[src/rtl/gray_pkg.sv]
// Purpose: shared Gray/binary conversion helpers and width limits for the Gray counter.
// Latency: none (types, constants and pure functions only).
// Backpressure: not applicable.
package gray_pkg;

   // Legal counter widths; the conversion helpers operate on the widest legal word.
   localparam int GRAY_WIDTH_MIN = 2;
   localparam int GRAY_WIDTH_MAX = 16;

   typedef logic [GRAY_WIDTH_MAX-1:0] gray_word_t;

   // Per-edge action chosen by the counter after control priority is resolved.
   typedef enum logic [1:0] {
      STEP_NONE = 2'd0,
      STEP_UP   = 2'd1,
      STEP_DOWN = 2'd2,
      STEP_LOAD = 2'd3
   } step_e;

   // Binary to reflected Gray: each Gray bit is the XOR of adjacent binary bits.
   function automatic gray_word_t bin2gray(input gray_word_t bin);
      return bin ^ (bin >> 1);
   endfunction

   // Reflected Gray to binary: running XOR from the MSB downwards.
   // Narrower values are zero-extended, so the upper zeros do not disturb the result.
   function automatic gray_word_t gray2bin(input gray_word_t gray);
      gray_word_t bin;
      bin[GRAY_WIDTH_MAX-1] = gray[GRAY_WIDTH_MAX-1];
      for (int i = GRAY_WIDTH_MAX - 2; i >= 0; i--) begin
         bin[i] = bin[i+1] ^ gray[i];
      end
      return bin;
   endfunction

endpackage

[src/rtl/gray_encode.sv]
// Purpose: combinational binary-to-Gray encoder, WIDTH bits wide.
// Latency: zero cycles (pure combinational).
// Backpressure: none; output follows input continuously.
module gray_encode
   import gray_pkg::*;
#(
   parameter int WIDTH = 3
) (
   input  logic [WIDTH-1:0] bin_i,
   output logic [WIDTH-1:0] gray_o
);

   // Widen to the package word, convert, and keep only the low WIDTH bits.
   assign gray_o = WIDTH'(bin2gray(gray_word_t'(bin_i)));

endmodule

[src/rtl/gray_counter.sv]
// Purpose: up/down Gray counter with load, optional saturation, sticky over/underflow and a wrap pulse.
// Latency: outputs registered; a control applied before an edge is visible right after that edge.
// Backpressure: none; one step per enabled cycle, Load overrides En, Reset overrides all.
module gray_counter
   import gray_pkg::*;
#(
   parameter int WIDTH    = 3,   // legal range GRAY_WIDTH_MIN..GRAY_WIDTH_MAX
   parameter int SATURATE = 0    // 0 = wrap at the ends, 1 = hold at the terminal value
) (
   input  logic             Clk,
   input  logic             Reset,
   input  logic             En,
   input  logic             Dir,
   input  logic             Load,
   input  logic [WIDTH-1:0] LoadVal,
   input  logic             Clear,
   output logic [WIDTH-1:0] Output,
   output logic [WIDTH-1:0] BinOut,
   output logic             Overflow,
   output logic             Underflow,
   output logic             Wrap
);

   localparam logic [WIDTH-1:0] BIN_MAX = '1;
   localparam logic [WIDTH-1:0] BIN_MIN = '0;
   localparam logic [WIDTH-1:0] BIN_ONE = WIDTH'(1);

   // The count lives in binary; Gray is always derived from it so the two cannot disagree.
   logic [WIDTH-1:0] bin_q = '0;
   logic [WIDTH-1:0] bin_d;
   logic             ovf_q = 1'b0;
   logic             ovf_d;
   logic             unf_q = 1'b0;
   logic             unf_d;
   logic             wrap_q = 1'b0;
   logic             wrap_d;

   step_e            step;
   logic             ovf_set;
   logic             unf_set;

   // Resolve control priority: Load beats En, and Dir only matters for an enabled step.
   always_comb begin
      step = STEP_NONE;
      if (Load) begin
         step = STEP_LOAD;
      end else if (En) begin
         step = Dir ? STEP_DOWN : STEP_UP;
      end
   end

   // Next count, terminal detection and wrap pulse for the resolved step.
   always_comb begin
      bin_d   = bin_q;
      wrap_d  = 1'b0;
      ovf_set = 1'b0;
      unf_set = 1'b0;
      case (step)
         STEP_LOAD: begin
            bin_d = LoadVal;
         end
         STEP_UP: begin
            if (bin_q == BIN_MAX) begin
               ovf_set = 1'b1;
               if (SATURATE == 0) begin
                  bin_d  = BIN_MIN;
                  wrap_d = 1'b1;
               end
            end else begin
               bin_d = bin_q + BIN_ONE;
            end
         end
         STEP_DOWN: begin
            if (bin_q == BIN_MIN) begin
               unf_set = 1'b1;
               if (SATURATE == 0) begin
                  bin_d  = BIN_MAX;
                  wrap_d = 1'b1;
               end
            end else begin
               bin_d = bin_q - BIN_ONE;
            end
         end
         default: begin
            bin_d = bin_q;
         end
      endcase
   end

   // Sticky flags: a new set event on this edge wins over Clear.
   always_comb begin
      ovf_d = ovf_set | (ovf_q & ~Clear);
      unf_d = unf_set | (unf_q & ~Clear);
   end

   // State registers with synchronous reset taking precedence over every other control.
   always_ff @(posedge Clk) begin
      if (Reset) begin
         bin_q  <= '0;
         ovf_q  <= 1'b0;
         unf_q  <= 1'b0;
         wrap_q <= 1'b0;
      end else begin
         bin_q  <= bin_d;
         ovf_q  <= ovf_d;
         unf_q  <= unf_d;
         wrap_q <= wrap_d;
      end
   end

   gray_encode #(
      .WIDTH (WIDTH)
   ) u_gray_encode (
      .bin_i  (bin_q),
      .gray_o (Output)
   );

   assign BinOut    = bin_q;
   assign Overflow  = ovf_q;
   assign Underflow = unf_q;
   assign Wrap      = wrap_q;

endmodule

[config.mk]
export PLATFORM = sky130hd
export DESIGN_NAME = gray_counter
export DESIGN_NICKNAME = d
export VERILOG_FILES = /design/src/rtl/gray_pkg.sv /design/src/rtl/gray_encode.sv /design/src/rtl/gray_counter.sv
export SDC_FILE = /design/constraint.sdc
export NUM_CORES = 1
export LEC_CHECK = 0
export CORE_AREA = 3 3 40 42
export DETAILED_ROUTE_END_ITERATION = 8
export DIE_AREA = 0 0 43 45
export GPL_TIMING_DRIVEN = 1
export PLACE_DENSITY = 0.65
export SYNTH_ARGS = -nofsm -noshare
export SYNTH_HDL_FRONTEND = slang
export SYNTH_HIERARCHICAL = 1
export SYNTH_SLANG_ARGS = --single-unit
[constraint.sdc]
create_clock -name Clk -period 2.9 [get_ports Clk]
set_input_delay 0.87 -clock Clk [delete_from_list [all_inputs] [get_ports Clk]]
set_output_delay 0.87 -clock Clk [all_outputs]
set_load 0.005 [all_outputs]
==> flow_metrics.py <==
metrics = {
    "pwr": {
        "leakagePower_nw": 0.276,
        "ir_worst_vdd_mv": 0.177,
        "power_density_nw_per_um2": 438,
    },
    "cells_and_area": {
        "syn2layout_area_growth_pct": 46.8,
        "drive_above_1_share_pct": 5.63,
        "utilization_pct": 49.8,
        "antennaDiodeCount": 0,
        "final_nets": 89,
    },
    "setup_path": {
        "path_max_fanout": 3,
        "worst_r2r_endpoint": "BinOut[2]$_SDFFE_PP0P_",
        "worstSetupEndpointType": "flop",
        "crit_type": "in -> reg",
        "r2r_slack_ns": 1.36,
        "cp_data_arrival_time_ns": 2.49,
        "crit_start": "Dir",
        "r2r_cells": 5,
        "crit_required_ns": 3.02,
        "startpoint_type": "input pin",
        "r2r-start": "BinOut[0]$_SDFFE_PP0P_",
    },
    "global_route": {
        "grt_pass1_wl_mm": 1.70,
        "top_usage_layer": "met2",
        "grtUsageMet3_pct": 3.19,
        "grt_pass1_vias": 431,
        "grt_max_degree": 10,
        "antenna_found_initial": 0,
        "use_met1_pct": 13.3,
        "grt_util_met2_pct": 18.9,
        "overflow": 0,
        "track_usage_pct": 11.7,
    },
    "yosys": {
        "syn-num-nets": 68,
        "synth.largest_area_cell": "dfxtp_1",
        "synth.top_cell.area_share_pct": 27.6,
        "ys_seq_area_share_pct": 27.6,
        "ys_warn_count": 6,
        "ys_seq_elements": 6,
        "synth_cell_type_count": 21,
        "synthCells": 52,
        "syn_avg_cell_area_um2": 8.37,
        "syn_area_um2": 435,
        "synth_area_leaders": "dfxtp_1, ha_1, inv_1, a21oi_1, nand2b_1",
    },
    "detailed_routing": {
        "drt_iter0_markers": 20,
        "via_per_inst": 5.24,
        "wl_per_cell_um": 11.5,
        "final_antenna_net_count": 0,
        "drc": 0,
        "vias": 451,
        "first_pass_iters": 4,
        "routed_wl_um": 992,
    },
    "placed_design": {
        "dp_hpwl_um": 794,
        "portBuffers": 17,
        "pre_cts_slack_ns": 0.271,
        "routabilityCongestion": 0.856,
    },
    "floorplan": {
        "start_util_pct": 33.9,
        "io_pins": 18,
        "coreArea_um2": 1280,
        "die_area_um2": 1940,
        "die_w_um": 43,
        "rows": 13,
        "die_height_um": 45,
    },
    "sta": {
        "rsz0062_at_grt": "false",
        "finalHoldViolations": 0,
        "fin_skew_ns": 0.00217,
        "max_slew_margin_pct": 80.9,
        "tightest_slew_ns": 0.286,
        "finalMaxSlewViolations": 0,
        "finalSetupViolCount": 0,
        "fin_crit_sh_pct": 81.8,
        "tns_ns": 0,
        "min_period_ns": 2.37,
        "fmax_ghz": 0.422,
        "worst_slack_ns": 0.529,
    },
    "worst_hold_path": {
        "min_from": "Underflow$_SDFF_PP0_",
        "hold_path_end": "Underflow$_SDFF_PP0_",
        "worstHoldPathCells": 2,
        "hp-class": "reg -> reg",
    },
    "clock_tree": {
        "clk_pin_slew_ns": 0.05,
        "post_cts.repair.setup_buffers": 0,
        "insertion_delay_ns": 0.25,
        "clock_sinks": 6,
        "htreeDepth": 1,
        "cts-resized-gates": 0,
        "tritoncts": "yes",
        "ctsHoldBuffers": 0,
        "cts_made_buffers": 3,
        "root_buffer": "clkbuf_4",
        "ctsLongestPathBuffers": 2,
    },
    "outcome": {
        "status": "finished, final reports clean",
    },
    "flow_run": {
        "cap_violations": 0,
    },
}
[state kept, by name (all words and copies together), names as in the netlist]
| register | cells |
|---|---|
| Underflow | 1 |
| BinOut | 3 |
| Wrap | 1 |
| Overflow | 1 |
[Yosys cell counts]
cell type / instances
inv_1: 8
ha_1: 7
dfxtp_1: 6
a21oi_1: 4
nand2_1: 3
nand2b_1: 3
a211oi_1: 2
a31oi_1: 2
nor2_1: 2
nor2b_1: 2
o22ai_1: 2
xor2_1: 2
a2111oi_1: 1
a21boi_1: 1
a21o_1: 1
a221o_2: 1
and2_1: 1
buf_4: 1
o21ai_1: 1
o221ai_1: 1
or3_1: 1
[worst max-delay path: stages]
cell and delay, ns:
clkdlybuf4s50_1 0.47, inv_1 0.04, a21oi_1 0.24, inv_1 0.08
ha_1 0.23, a221o_2 0.36, a31oi_1 0.14, a2111oi_1 0.07
[metrics by stage]
step / instance area (um2) / hold WS, ns / total power [mW] / cells
global placement: 617 / 0.462 / 0.199 / 83
CTS: 639 / 0.473 / 0.279 / 86
global route: 639 / 0.487 / 0.297 / 86
floorplan: 435 / 0.460 / 0.150 / 52
detailed placement: 617 / 0.465 / 0.200 / 83
finish: 639 / 0.472 / 0.280 / 86
[layout make-up]
class	instances	area (um2)
clock buffers	3	22.5
fillers	131	646
inverters	8	30.0
multi-input cells	37	278
flip-flops and latches	6	120
well taps	15	18.8
repair buffers	17	170
[cells in the final DEF (no fill, tap or decap), types with 2 or more instances in the layout]
master / count
nor2_1: 2
a21oi_1: 4
ha_1: 7
inv_1: 8
nand2b_1: 3
dfxtp_1: 6
nor2b_1: 2
xor2_1: 2
nand2_1: 3
clkdlybuf4s50_1: 17
o22ai_1: 2
clkbuf_4: 3
a31oi_1: 2
a211oi_1: 2
[per-layer routing]
| metal | wire [um] | vias up |
|---|---|---|
| met4 | 10 | 0 |
| li1 | - | 220 |
| met5 | 0 | - |
| met3 | 62 | 2 |
| met2 | 489 | 17 |
| met1 | 429 | 212 |
[cells by family (layout without fill, tap and decap cells)]
logic type	count (synthesis)	in the layout	share of synthesized area [%]
AOI/OAI and AO/OA	16	16	25.3
xor gates and xnor gates	2	2	4.02
adders and majority gates	7	7	20.1
buffers and inverters	9	28	8.62
DFF	6	6	27.6
and+or+nand+nor	12	12	14.4
[how the worst max path moves through the flow]
stage | end | cells after the start | slack, ns
floorplan | BinOut[2]$_SDFFE_PP0P_ | 7 | 0.86
global placement | BinOut[2]$_SDFFE_PP0P_ | 8 | 0.32
detailed placement | BinOut[2]$_SDFFE_PP0P_ | 8 | 0.27
CTS | BinOut[2]$_SDFFE_PP0P_ | 8 | 0.52
global route | BinOut[2]$_SDFFE_PP0P_ | 7 | 0.39
finish | BinOut[2]$_SDFFE_PP0P_ | 8 | 0.53
[power by group]
part           leakage [nW]  internal, mW  switching, mW
Combinational         0.213        0.0586         0.0398
Sequential           0.0492        0.0893         0.0108
Clock                0.0138        0.0471         0.0343
Total                 0.276         0.195         0.0849
(Power assumes the default switching activity.)
